--- src/rtl/mips_cpu_instr_queue_if.sv ---
// Valid/ready word stream carrying an instruction word and its PC.
// The producer side uses the master modport, the consumer side the slave modport.
interface mips_cpu_instr_queue_if #(
  parameter int PC_WIDTH = 32
);
  logic                valid;
  logic                ready;
  logic [31:0]         instr;
  logic [PC_WIDTH-1:0] pc;

  modport master (output valid, output instr, output pc, input ready);
  modport slave  (input valid, input instr, input pc, output ready);
endinterface

--- src/rtl/mips_cpu_instr_queue.sv ---
// Instruction prefetch queue: buffers up to DEPTH fetched words with their PCs
// and presents the head entry pre-split into MIPS fields plus an extended
// immediate. Both sides use a valid/ready handshake; flush drops everything.
module mips_cpu_instr_queue #(
  parameter int DEPTH        = 4,
  parameter int PC_WIDTH     = 32,
  parameter int SIGN_EXT_IMM = 1
) (
  input  logic                    clk,
  input  logic                    rst_n,
  input  logic                    flush,
  mips_cpu_instr_queue_if.slave   fetch,
  mips_cpu_instr_queue_if.master  decode,
  output logic [5:0]              opcode,
  output logic [4:0]              rs,
  output logic [4:0]              rt,
  output logic [4:0]              rd,
  output logic [4:0]              shamt,
  output logic [5:0]              funct,
  output logic [15:0]             imm,
  output logic [31:0]             imm_ext,
  output logic [25:0]             jmp_address,
  output logic [PC_WIDTH-1:0]     out_pc,
  output logic [$clog2(DEPTH):0]  count
);

  localparam int AW = $clog2(DEPTH);
  localparam int CW = AW + 1;
  localparam logic [CW-1:0] FULL_COUNT = CW'(DEPTH);

  logic [31:0]         instr_mem [DEPTH];
  logic [PC_WIDTH-1:0] pc_mem    [DEPTH];

  logic [AW-1:0] wr_ptr;
  logic [AW-1:0] rd_ptr;

  logic        in_ready_s;
  logic        out_valid_s;
  logic        push_s;
  logic        pop_s;
  logic [31:0] head_instr_s;
  logic        logical_op_s;

  // Handshake qualifiers; in_ready never looks at out_ready, and flush blocks both sides.
  always_comb begin
    in_ready_s  = (count != FULL_COUNT) && !flush;
    out_valid_s = (count != {CW{1'b0}});
    push_s      = fetch.valid && in_ready_s;
    pop_s       = out_valid_s && decode.ready && !flush;
  end

  assign fetch.ready  = in_ready_s;
  assign decode.valid = out_valid_s;

  // Pointer and occupancy state; flush empties the queue and overrides any pop.
  always_ff @(posedge clk or negedge rst_n) begin
    if (!rst_n) begin
      wr_ptr <= {AW{1'b0}};
      rd_ptr <= {AW{1'b0}};
      count  <= {CW{1'b0}};
    end else if (flush) begin
      wr_ptr <= {AW{1'b0}};
      rd_ptr <= {AW{1'b0}};
      count  <= {CW{1'b0}};
    end else begin
      if (push_s) begin
        wr_ptr <= wr_ptr + AW'(1);
      end
      if (pop_s) begin
        rd_ptr <= rd_ptr + AW'(1);
      end
      case ({push_s, pop_s})
        2'b10:   count <= count + CW'(1);
        2'b01:   count <= count - CW'(1);
        default: count <= count;
      endcase
    end
  end

  // Entry storage; contents are qualified by count so no reset is needed.
  always_ff @(posedge clk) begin
    if (push_s) begin
      instr_mem[wr_ptr] <= fetch.instr;
      pc_mem[wr_ptr]    <= fetch.pc;
    end
  end

  // Head decode; every field reads zero while the queue is empty.
  always_comb begin
    head_instr_s = instr_mem[rd_ptr];
    logical_op_s = 1'b0;
    opcode       = 6'd0;
    rs           = 5'd0;
    rt           = 5'd0;
    rd           = 5'd0;
    shamt        = 5'd0;
    funct        = 6'd0;
    imm          = 16'd0;
    imm_ext      = 32'd0;
    jmp_address  = 26'd0;
    out_pc       = {PC_WIDTH{1'b0}};
    if (out_valid_s) begin
      opcode       = head_instr_s[31:26];
      rs           = head_instr_s[25:21];
      rt           = head_instr_s[20:16];
      rd           = head_instr_s[15:11];
      shamt        = head_instr_s[10:6];
      funct        = head_instr_s[5:0];
      imm          = head_instr_s[15:0];
      jmp_address  = head_instr_s[25:0];
      out_pc       = pc_mem[rd_ptr];
      // ANDI/ORI/XORI take an unsigned immediate regardless of build.
      logical_op_s = (head_instr_s[31:26] == 6'h0C) ||
                     (head_instr_s[31:26] == 6'h0D) ||
                     (head_instr_s[31:26] == 6'h0E);
      if (logical_op_s || (SIGN_EXT_IMM == 0)) begin
        imm_ext = {16'h0000, head_instr_s[15:0]};
      end else begin
        imm_ext = {{16{head_instr_s[15]}}, head_instr_s[15:0]};
      end
    end else begin
      logical_op_s = 1'b0;
    end
  end

  assign decode.instr = out_valid_s ? head_instr_s : 32'h0000_0000;
  assign decode.pc    = out_pc;

endmodule
--- src/flat_wrapper.sv ---
// flat-port wrapper written by rule: the top's interface ports become plain ports
module mips_cpu_instr_queue_flat 
#(
  parameter int DEPTH        = 4,
  parameter int PC_WIDTH     = 32,
  parameter int SIGN_EXT_IMM = 1
)
  (clk, rst_n, flush, opcode, rs, rt, rd, shamt, funct, imm, imm_ext, jmp_address, out_pc, count, fetch_valid, fetch_instr, fetch_pc, fetch_ready, decode_valid, decode_instr, decode_pc, decode_ready);
  mips_cpu_instr_queue_if #(.PC_WIDTH(PC_WIDTH)) fetch_i ();
  mips_cpu_instr_queue_if #(.PC_WIDTH(PC_WIDTH)) decode_i ();
  input  logic clk;
  input  logic rst_n;
  input  logic flush;
  output logic [5:0] opcode;
  output logic [4:0] rs;
  output logic [4:0] rt;
  output logic [4:0] rd;
  output logic [4:0] shamt;
  output logic [5:0] funct;
  output logic [15:0] imm;
  output logic [31:0] imm_ext;
  output logic [25:0] jmp_address;
  output logic [PC_WIDTH-1:0] out_pc;
  output logic [$clog2(DEPTH):0] count;
  input wire logic [$bits(fetch_i.valid)-1:0] fetch_valid;
  input wire logic [$bits(fetch_i.instr)-1:0] fetch_instr;
  input wire logic [$bits(fetch_i.pc)-1:0] fetch_pc;
  output wire logic [$bits(fetch_i.ready)-1:0] fetch_ready;
  output wire logic [$bits(decode_i.valid)-1:0] decode_valid;
  output wire logic [$bits(decode_i.instr)-1:0] decode_instr;
  output wire logic [$bits(decode_i.pc)-1:0] decode_pc;
  input wire logic [$bits(decode_i.ready)-1:0] decode_ready;
  assign fetch_i.valid = fetch_valid;
  assign fetch_i.instr = fetch_instr;
  assign fetch_i.pc = fetch_pc;
  assign fetch_ready = fetch_i.ready;
  assign decode_valid = decode_i.valid;
  assign decode_instr = decode_i.instr;
  assign decode_pc = decode_i.pc;
  assign decode_i.ready = decode_ready;
  mips_cpu_instr_queue #(.DEPTH(DEPTH), .PC_WIDTH(PC_WIDTH), .SIGN_EXT_IMM(SIGN_EXT_IMM)) u_core (.clk(clk), .rst_n(rst_n), .flush(flush), .fetch(fetch_i), .decode(decode_i), .opcode(opcode), .rs(rs), .rt(rt), .rd(rd), .shamt(shamt), .funct(funct), .imm(imm), .imm_ext(imm_ext), .jmp_address(jmp_address), .out_pc(out_pc), .count(count));
endmodule
--- config.mk ---
export PLATFORM = sky130hd
export DESIGN_NAME = mips_cpu_instr_queue_flat
export DESIGN_NICKNAME = d
export VERILOG_FILES = /design/src/rtl/mips_cpu_instr_queue_if.sv /design/src/rtl/mips_cpu_instr_queue.sv /design/src/flat_wrapper.sv
export SDC_FILE = /design/constraint.sdc
export NUM_CORES = 1
export LEC_CHECK = 0
export ABC_AREA = 0
export CORE_UTILIZATION = 50
export DETAILED_ROUTE_END_ITERATION = 12
export GPL_ROUTABILITY_DRIVEN = 0
export GPL_TIMING_DRIVEN = 0
export PLACE_DENSITY = 0.81
export SYNTH_ARGS = -nofsm -noshare
export SYNTH_HDL_FRONTEND = slang
export SYNTH_SLANG_ARGS = --single-unit
--- constraint.sdc ---
create_clock -name clk -period 8.5 [get_ports clk]
set_clock_uncertainty 0.05 [all_clocks]
set_input_delay 1.275 -clock clk [delete_from_list [all_inputs] [get_ports clk]]
set_output_delay 1.275 -clock clk [all_outputs]
set_load 0.02 [all_outputs]
==> flow_summary.toml <==
[floorplanning]
start_util_pct = 51.2
ios = 276
dieWidth_um = 152
rows = 54
coreArea_um2 = 21900
die_h_um = 152
dieArea_um2 = 23000

[sta]
setup_violations = 0
whs_ps = 555
finalSetupTns_ps = 0
fmax_mhz = 208
period_share_pct = 56.5
slew_headroom_pct = 32.1
worst_pin_slew_ps = 1020
finalHoldViolCount = 0
layout_min_cycle_time_ps = 4800
rsz0062_at_grt = "no"
slew_viol_final = 0

[clocking]
clock_latency_ps = 510
root_buffer = "clkbuf_16"
cts_tree = "yes"
cts_buffer_depth = 3
clkTransAtPathRegs_ps = 60
post_cts_resized = 0
htree_levels = 1
post_cts_buffers = 0
hold_buffers = 0
cts_buffers = 26
cts_sinks = 263

[place]
place_area_um2 = 14400
io_buffers = 275
dpl.hpwl_mm = 14.7

[global_route]
grt_overflow = 0
antenna_found_initial = 1
grt_max_degree = 56
grt_pass1_vias = 5939
grt_usage_pct = 18.9
grt_pass1_wl_mm = 32.3

[setup_path]
critPathTopFamily = "buffers and inverters"
max_stage_delay_ps = 790
r2r_start = "u_core.count[0]$_DFFE_PN0P_"
r2r_slack_ps = 6120
cp-start-kind = "flop"
r2r_end = "u_core.count[2]$_DFFE_PN0P_"
cpMaxStageDelayCell = "nor2b_1"
cp.buffers_inverters = 3
crit_type = "flop to output port"
critical_path.max_fanout = 16
endpoint_kind = "output port"
rr_worst_depth = 8
required_ps = 7170
cp_cell_sequence = "buf_6, mux4_2, nand2_1, a2111oi_2, nor2b_1, buf_4, clkdlybuf4s50_1"
worstPathArrival_ps = 3480

[flow_run]
max_cap_violations = 0

[min_path]
hold_depth = 1
hold_class = "flop to flop"
worstHoldStart = "u_core.wr_ptr[0]$_DFFE_PN0P_"
hold_end = "u_core.wr_ptr[0]$_DFFE_PN0P_"

[layout]
final_design_area_no_fill_um2 = 15200
drive_gt1_share_pct = 28.7
antenna_cells = 0
syn2layout_area_growth_pct = 36.2
fill_cells = 1454
postLayoutCoreUtil_pct = 69.7
final_net_count = 975

[yosys]
yosys.area.top_type = "edfxtp_1"
yosys-top-cells-area = "edfxtp_1 69%, mux4_2 13%, buf_4 9.6%, and2_1 3.9%, dfrtp_1 1.6%"
synth_seq_cells = 263
yosysWarnings = 0
synth_cell_types = 28
synth_top_area_share_pct = 68.6
synth_area_um2 = 11200
seq_area_frac_synth_pct = 70.2
syn_avg_cell_area_um2 = 18.9
synthCells = 594
synth_nets = 668

[route]
wl_per_cell_um = 18.5
wl_mm = 22.2
first_pass_iters = 4
ant_nets = 0
drc_errors = 0
vias = 5992
drtIter0Drc = 291
avgViaCountPerCell = 4.99

[pwr]
power_leakage_nw = 5.33
total_power_mw = 5.69
vdd_drop_max_mv = 0.224
power_density_nw_per_um2 = 373

[run_status]
status = "completed"
per-layer routing:
metal	global-route usage [%]	up-vias	routed length [um]
li1	-	2750	-
met1	23.5	2977	8470
met2	34.7	243	11700
met3	3.59	20	1760
met4	3.42	2	238
met5	0	-	17
cell type report:
class / instances / area [um2] / share of cell area, %
clock buffer: 37 / 743 / 4.87
sequential: 263 / 7860 / 51.6
inverter: 3 / 11.3 / 0.0738
tap: 280 / 350 / 2.30
buffer: 160 / 1160 / 7.58
multi-input combinational: 168 / 2180 / 14.3
timing repair buffer: 279 / 2860 / 18.8
clock inverter: 11 / 83.8 / 0.550
how the worst max path moves through the flow:
stage	to	startpoint	cells after the start	slack, ps
after floorplan	u_core.instr_mem[0][0]$_DFFE_PP_	fetch_valid	4	4780
after global placement	u_core.pc_mem[1][22]$_DFFE_PP_	fetch_valid	5	3090
after detailed placement	imm_ext[20]	u_core.rd_ptr[0]$_DFFE_PN0P_	7	4160
after CTS	imm_ext[20]	u_core.rd_ptr[0]$_DFFE_PN0P_	7	3610
after global routing	imm_ext[30]	u_core.rd_ptr[0]$_DFFE_PN0P_	7	3420
final	imm_ext[20]	u_core.rd_ptr[0]$_DFFE_PN0P_	7	3700
where the power goes:
part           total (mW)  switching (mW)  internal, mW
Combinational        3.03            1.43          1.61
Sequential           1.56          0.0348          1.52
Clock                1.10           0.460         0.640
registers in the layout (all words and copies together), names as in the netlist:
name / count
u_core.instr_mem: 128
u_core.pc_mem: 128
u_core.count: 3
u_core.rd_ptr: 2
u_core.wr_ptr: 2
worst register-to-register path, stage by stage (launching register included):
cell	delay, ps
dfrtp_1	550
nor2_2	80
a211oi_2	320
buf_6	190
nor3_1	60
fa_1	390
and2_1	150
mux2i_1	160
mux2_2	340
cells in the mapped netlist:
cell type and n:
a21oi_1 1, buf_2 3, nor2_2 1, o31ai_4 1, fa_1 1, buf_4 143, inv_1 3, a211oi_2 1
nor2_1 6, edfxtp_1 256, mux2i_1 2, buf_6 2, dfrtp_1 7, or3_1 1, mux2_2 3, buf_1 3
a2111oi_2 1, ha_1 4, o31ai_1 1, nor2b_1 3, nand2b_1 2, nand2_1 2, nand3_1 1, xor2_1 3
nor3_1 1, clkbuf_1 9, and2_1 69, mux4_2 64
cell usage in the layout (no fill, tap or decap), types with 2 or more instances in the layout:
cell type        instances
xor2_1                   3
and2_1                  65
nor2_1                   6
buf_2                    3
buf_4                  143
inv_1                    3
buf_1                    3
nor2b_1                  3
clkinv_1                 4
dfrtp_1                  7
buf_6                    2
nand2b_1                 2
buf_16                   4
mux4_2                  64
ha_1                     4
edfxtp_1               256
mux2_2                   3
clkdlybuf4s50_1        275
clkinv_2                 4
and2_4                   4
clkbuf_1                16
clkbuf_16               27
mux2i_1                  2
nand2_1                  2
clkbuf_8                 3
metrics by stage:
| stage | worst slack, ps | std cells |
|---|---|---|
| 2_1_floorplan | 4780 | 594 |
| 3_3_place_gp | 3090 | 1149 |
| 3_5_place_dp | 4160 | 1153 |
| 4_1_cts | 3610 | 1201 |
| 5_1_grt | 3420 | 1201 |
| 6_report | 3700 | 1201 |
logic make-up after synthesis:
logic type,after synthesis,synth area share (%)
AOI/OAI and AO/OA,5,0.547
xor gates and xnor gates,3,0.235
adders and majority gates,5,0.626
buffers and inverters,163,10.4
DFF,263,70.2
muxes,69,13.4
and+or+nand+nor,86,4.60
No activity file was read; power rests on OpenSTA's default activity.
==> variant (same settings) <==
`DEPTH` is set to 4 in 2 places; all go to 8.
--- a/src/rtl/mips_cpu_instr_queue.sv
+++ b/src/rtl/mips_cpu_instr_queue.sv
@@ -2,7 +2,7 @@
 // and presents the head entry pre-split into MIPS fields plus an extended
 // immediate. Both sides use a valid/ready handshake; flush drops everything.
 module mips_cpu_instr_queue #(
-  parameter int DEPTH        = 4,
+  parameter int DEPTH        = 8,
   parameter int PC_WIDTH     = 32,
   parameter int SIGN_EXT_IMM = 1
 ) (
--- a/src/flat_wrapper.sv
+++ b/src/flat_wrapper.sv
@@ -1,7 +1,7 @@
 // flat-port wrapper written by rule: the top's interface ports become plain ports
 module mips_cpu_instr_queue_flat 
 #(
-  parameter int DEPTH        = 4,
+  parameter int DEPTH        = 8,
   parameter int PC_WIDTH     = 32,
   parameter int SIGN_EXT_IMM = 1
 )
Ports: changed (resized count); port bits go from 276 to 277. The function was not compared with the original's and may differ.
==> variant against the original RTL <==
Global-route usage increased by 2.3 points; largest cell class unchanged; clock power increased by 94%; power increased by 56%; routed wire length increased by 100%; final area increased by 76%; worst setup slack got worse by 0.66 ns; sequential cell count increased by 259; critical path type unchanged; sequential power increased by 89%; final cell count increased by 66%; synthesized area increased by 88%.
==> variant: results (changes against the original RTL) <==
sequential cell area fraction in the yosys report 74.1% (+3.9 points); leakage dissipation 0.00883 uW (+66%); Iteration-0 DRC Markers 703 (+140%); largest net degree at the start of global routing 26 (-54%); Clock Tree Root clkbuf_16; share of layout cells above drive strength 1 29.5% (+0.88 points); Rel. slew slack 27.8% (-4.3 points); EDFF count, synth 512 (+100%); Post-Synth XOR/XNOR Area 0.208% (-0.027 points); Flop pwr share 33.2% (+5.8 points); first-pass GRT wire length 68400 um (+110%); Data arrival, critical path 4.14 ns (+0.66 ns); Top Registers u_core.instr_mem: 256 flops, u_core.pc_mem: 256 flops, u_core.count: 4 flops; final std cells w/o fill 1992 (+66%); Vias 10900 (+82%); Worst-path clk slew 0.06 ns (about the same); adder-cell area share of the yosys netlist 0.237% (-0.39 points); initial antenna violation count 4 (+3); compound-cell area share of the yosys netlist 0.576% (+0.028 points); cts bufs inserted 50 (+92%); Clock Path Buffers 3 (unchanged); IO Port Bufs 276 (+0.36%); post_cts resized 0 (unchanged); ys async rst share 1.92% (-0.75 points); nets@finish 1495 (+53%); IR drop worst, VDD 0.000222 V (-1.1%); Cells after DPL 1902 (+65%); clk_lat worst skew 0.57 ns (+0.06 ns); sw frac 31.6% (-2.2 points); Post-Synthesis Cells 1030 (+73%); Worst Hold Class flip-flop to flip-flop; Worst Path Max Fanout 10 (-6); GR Util All Layers 21.3% (+2.3 points); Ys Warns 0 (unchanged); Total Wirelength 45000 um (+100%); Post-CTS Setup Bufs 0 (unchanged); HPWL after detailed placement 30400 um (+110%); synth top area cells edfxtp_1 (73%), mux4_2 (14%), buf_4 (5.0%); Synth top cells by count edfxtp_1 (512), buf_4 (139), mux4_2 (128); mux contribution to synthesized area 16.8% (+3.5 points); Pre-antenna DRT Iters 5 (+1); Net Count, Synth 1103 (+65%); H-tree depth 2 (+1); status complete, no violations; Clock net power 2130 uW (+94%); synth unique cells 37 (+32%); Primary FF master, synth edfxtp_1
[variant: cell count changes in the layout (fill, tap and decap cells not counted), sizes merged, moves of 8 or more]
cell,before,now
nand2,2,10
clkinv,8,22
edfxtp,256,512
clkbuf,46,79
nor2,7,71
mux2i,2,64
mux4,64,128
and2,69,0
buf,155,227
[variant: layout make-up]
type,instances,area [sq um]
Clock buffer,58,1280
Sequential cell,522,15600
Multi-Input combinational cell,322,4250
Timing Repair Buffer,340,3430
Inverter,2,7.51
Buffer,184,1240
Fill cell,2722,14400
Tap cell,532,666
Clock inverter,31,278
Antenna cell,1,2.50
[variant: critical path: stages, from the launching register on]
cell             delay [ns]
dfrtp_1                0.41
buf_2                  0.29
clkbuf_1               0.60
clkbuf_1               0.65
mux4_2                 0.35
mux2i_1                0.08
nor2_1                 0.36
buf_4                  0.19
clkdlybuf4s50_1        0.62
[variant: logic make-up (layout without fill, tap and decap cells)]
| kind of cell | count (synthesis) | after routing |
|---|---|---|
| DFF | 522 | 522 |
| muxes | 194 | 194 |
| buffers and inverters | 186 | 615 |
| and+or+nand+nor | 101 | 101 |
| AOI/OAI and AO/OA | 18 | 18 |
| xor gates and xnor gates | 5 | 5 |
| adders and majority gates | 4 | 4 |
| other | 0 | 1 |
[variant: path summary, 6_finish.rpt]
| kind | startpoint | to | slack [ns] | depth (start not counted) |
|---|---|---|---|---|
| max | u_core.rd_ptr[1]$_DFFE_PN0P_ | jmp_address[3] | 3.04 | 8 |
| min | u_core.count[0]$_DFFE_PN0P_ | u_core.count[1]$_DFFE_PN0P_ | 0.60 | 2 |
| max reg2reg | u_core.count[3]$_DFFE_PN0P_ | u_core.instr_mem[3][23]$_DFFE_PP_ | 5.34 | 7 |
| min reg2reg | u_core.count[0]$_DFFE_PN0P_ | u_core.count[1]$_DFFE_PN0P_ | 0.60 | 2 |
| max in group asynchronous | rst_n | u_core.rd_ptr[1]$_DFFE_PN0P_ | 7.11 | 1 |
| min in group asynchronous | rst_n | u_core.count[3]$_DFFE_PN0P_ | 0.98 | 1 |
[variant: through the flow]
stage | TNS, ns | hold slack [ns] | worst slack, ns | area [sq um] | total power (uW)
floorplan | -57.29 | 0.513 | -0.456 | 21100 | 5310
global placement | -2171.46 | 0.555 | -7.36 | 24500 | 6790
detailed placement | 0 | 0.595 | 3.62 | 25200 | 6870
CTS | 0 | 0.607 | 3.00 | 26800 | 8990
global route | 0 | 0.633 | 2.81 | 26800 | 9260
finish | 0 | 0.601 | 3.04 | 26800 | 8900
[variant: metal layers]
| layer | global-route usage [%] | share of wire, % | vias to the layer above |
|---|---|---|---|
| met2 | 36.4 | 51 | 442 |
| met4 | 5.04 | 1.6 | 6 |
| li1 | - | - | 4798 |
| met5 | 0 | 0.078 | - |
| met1 | 28.2 | 40 | 5612 |
| met3 | 4.13 | 6.9 | 62 |
